--- src/rtl/sprite_tile_renderer.sv ---
// Sprite tile reader: turns the scan position into tile-relative ROM
// addresses, registers the ROM colour and reports hits per pixel and
// per frame. Position requests are staged and applied at frame start.
//
// Position handshake: a request transfers on a clock edge where
// pos_valid && pos_ready are both high. pos_ready is low while a request
// is held pending, and rises again once frame_start has applied it.
// pos_valid may be held high across cycles; nothing transfers while
// pos_ready is low.
module sprite_tile_renderer #(
  parameter int                           PIXELS_WIDTH     = 80,
  parameter int                           REL_BITS         = 7,
  parameter int                           PIXEL_COLOR_BITS = 8,
  parameter int                           SCAN_BITS        = 10,
  parameter logic [PIXEL_COLOR_BITS-1:0]  TRANSPARENT      = 8'h00,
  parameter logic [PIXEL_COLOR_BITS-1:0]  BG_COLOR         = 8'h00,
  parameter logic [SCAN_BITS-1:0]         RESET_X          = 10'd280,
  parameter logic [SCAN_BITS-1:0]         RESET_Y          = 10'd200
) (
  input  logic                        clk,
  input  logic                        rst,
  input  logic                        pix_en,
  input  logic [SCAN_BITS-1:0]        hcount,
  input  logic [SCAN_BITS-1:0]        vcount,
  input  logic                        video_on,
  input  logic                        frame_start,
  input  logic [SCAN_BITS-1:0]        pos_x,
  input  logic [SCAN_BITS-1:0]        pos_y,
  input  logic                        pos_valid,
  output logic                        pos_ready,
  output logic [REL_BITS-1:0]         rel_x,
  output logic [REL_BITS-1:0]         rel_y,
  input  logic [PIXEL_COLOR_BITS-1:0] rom_pixels,
  output logic [PIXEL_COLOR_BITS-1:0] pixel_out,
  output logic                        pixel_hit,
  output logic                        pixel_valid,
  output logic                        frame_drawn
);

  localparam int DW = SCAN_BITS + 1;

  logic [SCAN_BITS-1:0]        r_active_x, r_active_y;
  logic [SCAN_BITS-1:0]        r_pend_x, r_pend_y;
  logic                        r_pend_full;
  logic [REL_BITS-1:0]         r_rel_x, r_rel_y;
  logic                        r_in_box_s1, r_vis_s1;
  logic [PIXEL_COLOR_BITS-1:0] r_pixel_out;
  logic                        r_pixel_hit, r_pixel_valid;
  logic                        r_frame_drawn, r_drawn_acc;

  logic [DW-1:0]               w_dx, w_dy;
  logic                        w_in_box;
  logic                        w_opaque;

  // Relative position with one extra bit so a scan left of / above the
  // sprite shows up as negative instead of wrapping into the tile.
  always_comb begin
    w_dx     = {1'b0, hcount} - {1'b0, r_active_x};
    w_dy     = {1'b0, vcount} - {1'b0, r_active_y};
    w_in_box = !w_dx[DW-1] && (w_dx < DW'(PIXELS_WIDTH)) &&
               !w_dy[DW-1] && (w_dy < DW'(PIXELS_WIDTH));
    w_opaque = r_in_box_s1 && r_vis_s1 && (rom_pixels != TRANSPARENT);
  end

  // Pending/active position registers; active only changes at frame start.
  always_ff @(posedge clk or posedge rst) begin
    if (rst) begin
      r_active_x  <= RESET_X;
      r_active_y  <= RESET_Y;
      r_pend_x    <= '0;
      r_pend_y    <= '0;
      r_pend_full <= 1'b0;
    end else begin
      if (frame_start && r_pend_full) begin
        r_active_x  <= r_pend_x;
        r_active_y  <= r_pend_y;
        r_pend_full <= 1'b0;
      end
      // Only possible while pending is empty, so it never collides with
      // the apply above; a same-cycle frame_start leaves it for next frame.
      if (pos_valid && !r_pend_full) begin
        r_pend_x    <= pos_x;
        r_pend_y    <= pos_y;
        r_pend_full <= 1'b1;
      end
    end
  end

  // Stage 1: ROM address generation plus in-box and visibility flags.
  always_ff @(posedge clk or posedge rst) begin
    if (rst) begin
      r_rel_x     <= '0;
      r_rel_y     <= '0;
      r_in_box_s1 <= 1'b0;
      r_vis_s1    <= 1'b0;
    end else if (pix_en) begin
      r_rel_x     <= w_in_box ? w_dx[REL_BITS-1:0] : '0;
      r_rel_y     <= w_in_box ? w_dy[REL_BITS-1:0] : '0;
      r_in_box_s1 <= w_in_box;
      r_vis_s1    <= video_on;
    end
  end

  // Stage 2: register ROM colour, substituting background when not opaque.
  always_ff @(posedge clk or posedge rst) begin
    if (rst) begin
      r_pixel_out   <= BG_COLOR;
      r_pixel_hit   <= 1'b0;
      r_pixel_valid <= 1'b0;
    end else if (pix_en) begin
      r_pixel_out   <= w_opaque ? rom_pixels : BG_COLOR;
      r_pixel_hit   <= w_opaque;
      r_pixel_valid <= r_vis_s1;
    end
  end

  // Per-frame "sprite drawn" accumulator, published at each frame start.
  always_ff @(posedge clk or posedge rst) begin
    if (rst) begin
      r_drawn_acc   <= 1'b0;
      r_frame_drawn <= 1'b0;
    end else if (frame_start) begin
      r_frame_drawn <= r_drawn_acc || (pix_en && w_opaque);
      r_drawn_acc   <= 1'b0;
    end else if (pix_en && w_opaque) begin
      r_drawn_acc   <= 1'b1;
    end
  end

  assign pos_ready   = !r_pend_full;
  assign rel_x       = r_rel_x;
  assign rel_y       = r_rel_y;
  assign pixel_out   = r_pixel_out;
  assign pixel_hit   = r_pixel_hit;
  assign pixel_valid = r_pixel_valid;
  assign frame_drawn = r_frame_drawn;

endmodule
--- config.mk ---
export PLATFORM = sky130hd
export DESIGN_NAME = sprite_tile_renderer
export DESIGN_NICKNAME = d
export VERILOG_FILES = /design/src/rtl/sprite_tile_renderer.sv
export SDC_FILE = /design/constraint.sdc
export NUM_CORES = 1
export LEC_CHECK = 0
export BUFFER_PORTS_ARGS = -buffer_cell sky130_fd_sc_hd__clkbuf_2
export CORE_MARGIN = 2
export CORE_UTILIZATION = 50
export CTS_BUF_LIST = sky130_fd_sc_hd__clkbuf_8
export DETAILED_ROUTE_END_ITERATION = 8
export PLACE_DENSITY = 0.74
export SLEW_MARGIN = 20
export SYNTH_ARGS = -nofsm -noshare
export SYNTH_HDL_FRONTEND = slang
export SYNTH_SLANG_ARGS = --single-unit
--- constraint.sdc ---
create_clock -name clk -period 4.2 [get_ports clk]
set_input_delay 0.21 -clock clk [delete_from_list [all_inputs] [get_ports clk]]
set_output_delay 0.21 -clock clk [all_outputs]
set_load 0.02 [all_outputs]
==> impl_metrics.yaml, run 1 <==
worst_setup_path:
  critical_path_required_ns: 4.45
  worstRegToRegCells: 10
  reg2reg_to: "rel_x[0]$_DFFE_PP0P_"
  path_cells: "ha_1 -> inv_1 -> fa_1 -> a21o_1 -> a21o_1 -> a2bb2oi_1 -> or3_1 -> a41oi_1 -> nand3_2 -> o2bb2ai_1"
  crit_path_top_delay_cell: "sky130_fd_sc_hd__fa_1"
  max_stage_delay_ns: 0.41
  path_class: "flop to flop"
  r2r_start: "r_active_y[0]$_DFFE_PP0P_"
  critical-path-top-cell-by-count: "sky130_fd_sc_hd__a21o_1"
  ff2ff_setup_slack_ns: 1.28
  timing.critical_path.arrival_ns: 3.17
  cp.depth: 10
  critical_path.endpoint_type: "flop"
  critical_path_peak_fanout: 14
  worst_setup_path_start_kind: "flop"
  crit_family: "compound AO/OA/AOI/OAI gates"
  crit_buf_inv: 1
synthesis:
  synth_top_family_by_area: "compound AO/OA/AOI/OAI gates"
  syn_area_per_cell_um2: 11.8
  netlist.area_leader.share_pct: 43.4
  most_instantiated_library_cell_after_synthesis: "sky130_fd_sc_hd__dfrtp_1"
  synth.area.top_cells: "sky130_fd_sc_hd__dfrtp_1 (43%), sky130_fd_sc_hd__mux2_2 (13%), sky130_fd_sc_hd__ha_1 (6.9%), sky130_fd_sc_hd__dfstp_2 (4.3%), sky130_fd_sc_hd__inv_1 (4.0%)"
  synthesis.instances: 309
  synth.net_count: 385
  synth-main-ff-cell: "sky130_fd_sc_hd__dfrtp_1"
  muxShareOfSynthArea_pct: 13.6
  yosys_warnings: 0
  synthesis.area_mm2: 0.00363
  ys_ff_latch: 69
  area_share_of_and_or_nand_nor_cells_after_synthesis_pct: 7.47
  synth-compound-area-share_pct: 16.4
  number_of_distinct_library_cells_after_synthesis: 51
  synthXorXnorAreaFrac_pct: 1.69
  yosysTopAreaCell: "sky130_fd_sc_hd__dfrtp_1"
  post_synth_adder_cell_area_pct: 7.99
  synthArstFlopShare_pct: 100
  synthTopCellsByCount: "sky130_fd_sc_hd__dfrtp_1 (63), sky130_fd_sc_hd__mux2_2 (42), sky130_fd_sc_hd__inv_1 (39)"
  synth_sequential_area_ratio_pct: 47.7
  synth_enable_flop_cells: 0
clock_network:
  cts-hold-fix-buffers: 1
  ctsRootBufferMaster: "sky130_fd_sc_hd__clkbuf_8"
  clk_pin_slew_worst_paths_ns: 0.08
  tritoncts: "yes"
  cts_resized: 0
  clk-insertion-delay-late_ns: 0.34
  cts_setup_buffers: 0
  clock-sinks: 69
  clock_path_buffers: 2
  ctsHtreeMaxLevel: 3
  tritoncts.num_buffers: 9
layout:
  antennaDiodeCount: 0
  syn_to_final_growth_pct: 20.0
  drive_gt1_share_pct: 39.8
  stdcell_count: 498
  nFillCells: 639
  multi_input_comb_area_mm2: 0.00171
  finish.instance_area_mm2: 0.00436
  area.sequential_mm2: 0.00173
  finalNetCount: 470
drt:
  initial_detailed_routing_violation_count: 139
  wl_per_cell_um: 14.9
  detail_route.vias_per_cell: 5.22
  detail_route.first_pass.iterations: 4
  ant_nets: 0
  routed-via-count: 2599
  drc_errors: 0
  drt-total-wl_um: 7420
timing:
  fin_ws_ns: 1.28
  grt_setup_unrepaired: "false"
  timing.setup.tns_ns: 0
  fin_skew_ns: 0.00801
  hold_violations: 0
  min_period_over_period_pct: 69.5
  drv_slew: 0
  period_needed_ns: 2.92
  achievable-frequency_mhz: 343
  tightestPinTransition_ns: 0.963
  relSlewSlack_pct: 35.6
  timing.final.setup_violations: 0
placed_design:
  place.detailed.instances: 481
  place.port_buffers: 79
  place_hpwl_um: 5600
  place_congestion: 0.843
  postPlaceCellArea_mm2: 0.00413
  placement.setup.worst_slack_ns: 1.28
floorplan:
  starting_density_pct: 50.9
  die_area_mm2: 0.00796
  chipWidth_um: 89.2
  row_count: 31
  io_pins: 80
  floorplan.die.height_um: 89.2
  core_area_mm2: 0.00714
hold_path:
  hold_path_class: "primary input to flop"
  hold_end: "r_drawn_acc$_DFFE_PP0P_"
  hold-path-cell-count: 2
  timing.hold.worst.start: "frame_start"
grt:
  grt_antenna_before_repair: 0
  gr-total-overflow: 0
  via_count_of_the_first_global_routing_pass: 2627
  grt_max_degree: 38
  wire_length_of_the_first_global_routing_pass_um: 12200
  globalRouteTotalUtil_pct: 20.1
status:
  status: "completed"
power:
  total_power_mw: 2.44
  vdd_ir_drop_max_v: 0.000241
  leakagePower_nw: 2.14
  power_per_cell_area_mw_per_mm2: 559
job:
  number_of_maximum_capacitance_constraint_violations: 0
-- state kept, by name, indices dropped and copies added, names as in the netlist, 7 cells and up --
| register | cells |
|---|---|
| r_active_x | 10 |
| rel_x | 7 |
| r_pend_y | 10 |
| r_pend_x | 10 |
| r_active_y | 10 |
| rel_y | 7 |
| pixel_out | 8 |
-- report_power, final --
part,total (mW),internal (mW),switching (mW)
clock network,0.601,0.337,0.263
registers,0.879,0.813,0.0654
logic,0.957,0.445,0.512
total,2.44,1.60,0.841
-- how the worst max path moves through the flow --
stage	start	endpoint
2_1_floorplan	r_active_y[0]$_DFFE_PP0P_	rel_y[3]$_DFFE_PP0P_
3_3_place_gp	vcount[0]	rel_x[1]$_DFFE_PP0P_
3_5_place_dp	vcount[0]	rel_x[0]$_DFFE_PP0P_
4_1_cts	r_active_y[0]$_DFFE_PP0P_	rel_x[0]$_DFFE_PP0P_
5_1_grt	r_active_x[0]$_DFFE_PP0P_	rel_x[1]$_DFFE_PP0P_
6_report	r_active_y[0]$_DFFE_PP0P_	rel_x[0]$_DFFE_PP0P_
-- routing by layer --
layer | part of all wire [%] | GRT usage [%] | wire, µm
met5 | 0 | 0 | 0
met4 | 0.62 | 5.97 | 46
met3 | 6.0 | 4.99 | 445
met2 | 47 | 31.2 | 3500
met1 | 46 | 28.0 | 3430
-- metrics by stage --
stage	util, %	hold WS [ns]
after floorplan	-	0.276
after global placement	57.9	0.322
after detailed placement	57.9	0.341
after CTS	61.1	0.0916
after global routing	61.1	0.0846
final	61.1	0.0982
-- layout make-up --
class                           count  area share [%]
Clock inverter                      7            2.24
Tap cell                           99            2.84
Multi-Input combinational cell    193            39.3
Sequential cell                    69            39.8
Clock buffer                        9            2.84
Timing Repair Buffer               82            9.64
Inverter                           39            3.36
-- logic make-up (layout without fill, tap and decap cells) --
kind of cell / Yosys count / count (layout)
fa+ha+maj: 22 / 22
simple gates: 47 / 47
xor+xnor: 7 / 7
mux: 44 / 44
buf+inv: 47 / 137
flops: 69 / 69
compound gates: 73 / 73
-- cells in the final DEF (no fill, tap or decap), types with 3 or more instances in the layout --
master,count
sky130_fd_sc_hd__nand3_1,3
sky130_fd_sc_hd__o2bb2ai_1,4
sky130_fd_sc_hd__dfstp_2,6
sky130_fd_sc_hd__clkbuf_2,79
sky130_fd_sc_hd__a21oi_1,7
sky130_fd_sc_hd__o2bb2ai_2,9
sky130_fd_sc_hd__a211oi_1,5
sky130_fd_sc_hd__o21ai_0,7
sky130_fd_sc_hd__a31oi_1,6
sky130_fd_sc_hd__a22o_1,8
sky130_fd_sc_hd__a21o_1,9
sky130_fd_sc_hd__nand4_1,4
sky130_fd_sc_hd__nor2b_1,3
sky130_fd_sc_hd__clkbuf_8,9
sky130_fd_sc_hd__xnor2_1,5
sky130_fd_sc_hd__nor2_1,9
sky130_fd_sc_hd__o21ai_1,3
sky130_fd_sc_hd__ha_1,20
sky130_fd_sc_hd__mux2_2,42
sky130_fd_sc_hd__nand2_1,8
sky130_fd_sc_hd__nand2b_1,5
sky130_fd_sc_hd__inv_1,38
sky130_fd_sc_hd__dfrtp_1,63
(Power assumes the default switching activity.)
==> inputs of run 2 (changes only) <==
==> constraint.sdc (replaced) <==
create_clock -name clk -period 3.1 [get_ports clk]
set_input_delay 0.155 -clock clk [delete_from_list [all_inputs] [get_ports clk]]
set_output_delay 0.155 -clock clk [all_outputs]
set_load 0.02 [all_outputs]
==> run 2 against run 1 <==
Against the previous run: design area grew 0.14%; via count grew 1.4%; total power grew 35%; sequential power grew 35%; combinational power grew 37%; register-to-register slack lost 0.96 ns; clock skew grew 0.0017 ns.
==> impl_metrics.yaml, run 2 (same netlist as run 1, synthesis figures left out) <==
power:
  power_per_cell_area_mw_per_mm2: 756
  vdd_ir_drop_max_v: 0.000326
  leakagePower_nw: 2.15
floorplan:
  io_pins: 80
  core_area_mm2: 0.00714
  floorplan.die.height_um: 89.2
  die_area_mm2: 0.00796
  chipWidth_um: 89.2
  row_count: 31
  starting_density_pct: 50.9
clock_network:
  cts_setup_buffers: 0
  clk-insertion-delay-late_ns: 0.33
  clk_pin_slew_worst_paths_ns: 0.07
  clock-sinks: 69
  tritoncts: "yes"
  ctsRootBufferMaster: "sky130_fd_sc_hd__clkbuf_8"
  tritoncts.num_buffers: 9
  clock_path_buffers: 2
  ctsHtreeMaxLevel: 3
timing:
  tightestPinTransition_ns: 1.03
  timing.final.setup_violations: 0
  period_needed_ns: 2.78
  drv_slew: 0
  timing.setup.tns_ns: 0
  hold_violations: 0
  grt_setup_unrepaired: "false"
  fin_skew_ns: 0.00975
  relSlewSlack_pct: 31.3
  finalHoldWorstSlack_ns: 0.0440
  achievable-frequency_mhz: 360
  min_period_over_period_pct: 89.6
grt:
  wire_length_of_the_first_global_routing_pass_um: 12500
  grt_max_degree: 34
  gr-total-overflow: 0
  grt_antenna_before_repair: 0
  via_count_of_the_first_global_routing_pass: 2705
  globalRouteTotalUtil_pct: 20.5
layout:
  syn_to_final_growth_pct: 20.2
  drive_gt1_share_pct: 39.8
  finalNetCount: 471
  layout.cells.most_common_list: "sky130_fd_sc_hd__clkbuf_2 (79), sky130_fd_sc_hd__dfrtp_1 (63), sky130_fd_sc_hd__mux2_2 (42), sky130_fd_sc_hd__inv_1 (38), sky130_fd_sc_hd__ha_1 (20)"
  mostFrequentLayoutCell: "sky130_fd_sc_hd__clkbuf_2"
  nFillCells: 617
  antennaDiodeCount: 0
placed_design:
  place_hpwl_um: 5610
  place.port_buffers: 79
  place_congestion: 0.809
worst_setup_path:
  critical_path_required_ns: 3.35
  path_class: "flop to flop"
  worstRegToRegCells: 9
  worst_setup_path_start_kind: "flop"
  crit_start: "r_active_y[4]$_DFFE_PP0P_"
  reg2reg_to: "rel_y[1]$_DFFE_PP0P_"
  timing.critical_path.arrival_ns: 3.03
  critical_path.endpoint_type: "flop"
  ff2ff_setup_slack_ns: 0.32
  setup.worst_path.end: "rel_y[1]$_DFFE_PP0P_"
  r2r_start: "r_active_y[4]$_DFFE_PP0P_"
  critical_path_peak_fanout: 14
drt:
  highest_layer: "met4"
  initial_detailed_routing_violation_count: 189
  routed-via-count: 2636
  detailroute.wirelength.met3_um: 494
  wl_per_cell_um: 15.2
  met1_length_um: 3400
  met2_wirelength_um: 3570
  detail_route.first_pass.iterations: 4
  drc_errors: 0
  detail_route.vias_per_cell: 5.29
  ant_nets: 0
  drt-total-wl_um: 7570
job:
  number_of_maximum_capacitance_constraint_violations: 0
hold_path:
  hold_path_class: "primary input to flop"
status:
  status: "completed"
-- run 2: timing repair --
action / 4_1_cts / 5_1_grt
gates resized for setup: 0 / 1
endpoints found under the setup margin: 0 / 9
hold endpoints to repair: 30 / 0
hold buffers: 1 / 0
-- run 2: critical path, stage by stage (launching register included) --
cell	delay [ns]
sky130_fd_sc_hd__dfrtp_1	0.35
sky130_fd_sc_hd__inv_1	0.06
sky130_fd_sc_hd__ha_1	0.38
sky130_fd_sc_hd__a21o_1	0.24
sky130_fd_sc_hd__a31oi_1	0.23
sky130_fd_sc_hd__a32oi_1	0.16
sky130_fd_sc_hd__mux2i_1	0.14
sky130_fd_sc_hd__nor4b_1	0.62
sky130_fd_sc_hd__nand3_4	0.31
sky130_fd_sc_hd__o2bb2ai_2	0.21
-- run 2: stage by stage --
step	total power, mW	worst slack (ns)	std cells	util (%)	cell area (µm²)
after global routing	3.55	0.0237	498	61.2	4370
final	3.30	0.324	498	61.2	4370
after global placement	2.47	0.349	482	58.0	4140
after detailed placement	2.50	0.260	482	58.0	4140
after CTS	3.31	0.252	498	61.1	4360
after floorplan	2.22	0.622	309	-	3630
-- run 2: power breakdown --
part           switching (mW)  internal (mW)
clock network           0.331          0.467
logic                   0.704          0.605
registers              0.0905           1.10
-- run 2: worst min-delay path by stage --
stage	from	endpoint	slack, ns	depth (start not counted)
2_1_floorplan	frame_start	r_drawn_acc$_DFFE_PP0P_	0.22	1
6_report	frame_start	r_drawn_acc$_DFFE_PP0P_	0.04	2
4_1_cts	frame_start	r_drawn_acc$_DFFE_PP0P_	0.03	2
5_1_grt	video_on	r_vis_s1$_DFFE_PP0P_	0.05	2
3_5_place_dp	rst	pixel_out[3]$_DFFE_PP0P_	0.29	2
3_3_place_gp	rst	pixel_hit$_DFFE_PP0P_	0.27	2
-- run 2: layout make-up --
class                   count  area [µm²]  share of cell area (%)
clock buffers              10         138                    3.15
clock inverters             5        75.1                    1.72
inverters                  39         146                    3.35
multi-input cells         193        1720                    39.4
flip-flops and latches     69        1730                    39.7
well taps                  99         124                    2.84
repair buffers             83         428                    9.80
-- run 2: routing by layer --
layer	GRT usage, %	up-vias
met5	0	-
met3	4.52	10
met2	31.9	75
met4	7.33	0
met1	28.4	1262
li1	-	1289
==> inputs of run 3 (changes only) <==
--- a/config.mk
+++ b/config.mk
@@ -10,6 +10,7 @@
 export CORE_UTILIZATION = 50
 export CTS_BUF_LIST = sky130_fd_sc_hd__clkbuf_8
 export DETAILED_ROUTE_END_ITERATION = 8
+export HOLD_SLACK_MARGIN = 0.12
 export PLACE_DENSITY = 0.74
 export SLEW_MARGIN = 20
 export SYNTH_ARGS = -nofsm -noshare
==> run 3 against run 2 <==
Against the previous run: flip-flop and latch count unchanged; non-clock buffer count up 30; global-route usage up 0.90 points; routed wire length up 6.4%; clock skew down 0.00099 ns; critical path depth unchanged; sequential share of layout area down 2.6 points; critical path type unchanged; critical endpoint unchanged.
==> impl_metrics.yaml, run 3 (same netlist as run 1, synthesis figures left out) <==
status:
  status: "completed"
drt:
  drc_errors: 0
  detail_route.first_pass.iterations: 5
  detail_route.vias_per_cell: 5.27
  ant_nets: 0
  routed-via-count: 2782
  drt-total-wl_um: 8050
  initial_detailed_routing_violation_count: 165
  wl_per_cell_um: 15.2
timing:
  period_needed_ns: 2.81
  achievable-frequency_mhz: 356
  drv_slew: 0
  grt_setup_unrepaired: "false"
  timing.setup.tns_ns: 0
  timing.final.setup_violations: 0
  fin_ws_ns: 0.295
  hold_violations: 0
  relSlewSlack_pct: 30.2
  fin_skew_ns: 0.00876
  min_period_over_period_pct: 90.5
  tightestPinTransition_ns: 1.05
power:
  leakagePower_nw: 2.28
  total_power_mw: 3.34
  vdd_ir_drop_max_v: 0.000331
  power_per_cell_area_mw_per_mm2: 716
clock_network:
  clock-sinks: 69
  clk_pin_slew_worst_paths_ns: 0.07
  clock_path_buffers: 2
  clk-insertion-delay-late_ns: 0.33
  tritoncts: "yes"
  ctsHtreeMaxLevel: 3
  tritoncts.num_buffers: 9
  ctsRootBufferMaster: "sky130_fd_sc_hd__clkbuf_8"
worst_setup_path:
  reg2reg_to: "rel_y[1]$_DFFE_PP0P_"
  worstRegToRegCells: 9
  worst_setup_path_start_kind: "flop"
  path_class: "flop to flop"
  crit_start: "r_active_y[4]$_DFFE_PP0P_"
  r2r_start: "r_active_y[4]$_DFFE_PP0P_"
  critical_path_peak_fanout: 14
  critical_path.endpoint_type: "flop"
  ff2ff_setup_slack_ns: 0.29
  timing.critical_path.arrival_ns: 3.06
  critical_path_required_ns: 3.35
layout:
  mostFrequentLayoutCell: "sky130_fd_sc_hd__clkbuf_2"
  finalNetCount: 501
  nFillCells: 570
  drive_gt1_share_pct: 37.1
  syn_to_final_growth_pct: 28.4
  stdcell_count: 528
  layout.cells.most_common_list: "sky130_fd_sc_hd__clkbuf_2 (79), sky130_fd_sc_hd__dfrtp_1 (63), sky130_fd_sc_hd__mux2_2 (42), sky130_fd_sc_hd__inv_1 (38), sky130_fd_sc_hd__dlygate4sd3_1 (31)"
  antennaDiodeCount: 0
grt:
  globalRouteTotalUtil_pct: 21.4
  via_count_of_the_first_global_routing_pass: 2824
  gr-total-overflow: 0
  wire_length_of_the_first_global_routing_pass_um: 13100
  grt_antenna_before_repair: 0
  grt_max_degree: 34
placed_design:
  place_hpwl_um: 5610
  place.detailed.instances: 482
  place.port_buffers: 79
  placement.setup.worst_slack_ns: 0.260
  place_congestion: 0.809
floorplan:
  starting_density_pct: 50.9
  chipWidth_um: 89.2
  floorplan.die.height_um: 89.2
  core_area_mm2: 0.00714
  row_count: 31
  io_pins: 80
  die_area_mm2: 0.00796
hold_path:
  hold-path-cell-count: 2
  hold_path_class: "primary input to flop"
  hold_end: "r_in_box_s1$_DFFE_PP0P_"
  timing.hold.worst.start: "pix_en"
job:
  number_of_maximum_capacitance_constraint_violations: 0
-- run 3: cell count changes in the layout (fill, tap and decap cells not counted), sizes merged --
cell	delta
dlygate4sd3	+30
-- run 3: report_power, final --
group	switching, mW	internal, mW	total, mW
logic	0.717	0.629	1.35
registers	0.0916	1.10	1.19
clock network	0.334	0.467	0.801
total	1.14	2.20	3.34
-- run 3: worst max path at each step --
stage,endpoint,slack [ns],depth (start not counted)
after floorplan,rel_y[3]$_DFFE_PP0P_,0.62,11
final,rel_y[1]$_DFFE_PP0P_,0.29,9
after CTS,rel_y[1]$_DFFE_PP0P_,0.25,10
after global routing,rel_x[0]$_DFFE_PP0P_,0.008,10
after detailed placement,rel_x[0]$_DFFE_PP0P_,0.26,10
after global placement,rel_x[1]$_DFFE_PP0P_,0.35,10
-- run 3: timing repair --
item / 4_1_cts / 5_1_grt
endpoints found under the setup margin: 0 / 10
hold endpoints to repair: 62 / 0
hold buffers: 31 / 0
buffers inserted: 0 / 0
resized for setup: 0 / 1
-- run 3: through the flow --
step / cell area [µm²] / hold WS, ns / util, %
6_report: 4670 / 0.154 / 65.4
5_1_grt: 4670 / 0.161 / 65.4
4_1_cts: 4660 / 0.140 / 65.3
3_5_place_dp: 4140 / 0.285 / 58.0
3_3_place_gp: 4140 / 0.265 / 58.0
2_1_floorplan: 3630 / 0.221 / -
-- run 3: critical path, stage by stage (launching register included) --
cell and delay, ns:
sky130_fd_sc_hd__dfrtp_1 0.35, sky130_fd_sc_hd__inv_1 0.07, sky130_fd_sc_hd__ha_1 0.39, sky130_fd_sc_hd__a21o_1 0.24
sky130_fd_sc_hd__a31oi_1 0.23, sky130_fd_sc_hd__a32oi_1 0.17, sky130_fd_sc_hd__mux2i_1 0.14, sky130_fd_sc_hd__nor4b_1 0.62
sky130_fd_sc_hd__nand3_4 0.31, sky130_fd_sc_hd__o2bb2ai_2 0.21
-- run 3: area by class of cell --
cell class | instances | area, µm² | share of cell area, %
multi-input combinational | 193 | 1720 | 36.9
timing repair buffer | 113 | 728 | 15.6
clock inverter | 5 | 75.1 | 1.61
clock buffer | 10 | 138 | 2.95
sequential | 69 | 1730 | 37.2
inverter | 39 | 146 | 3.14
tap | 99 | 124 | 2.65
-- run 3: routing by layer --
metal	track usage, %	vias up	share of wire (%)	wire (µm)
met2	34.3	83	48	3880
met3	3.88	8	5.1	413
li1	-	1351	-	-
met1	29.5	1340	46	3670
met4	7.33	0	1.1	87
met5	0	-	0	0
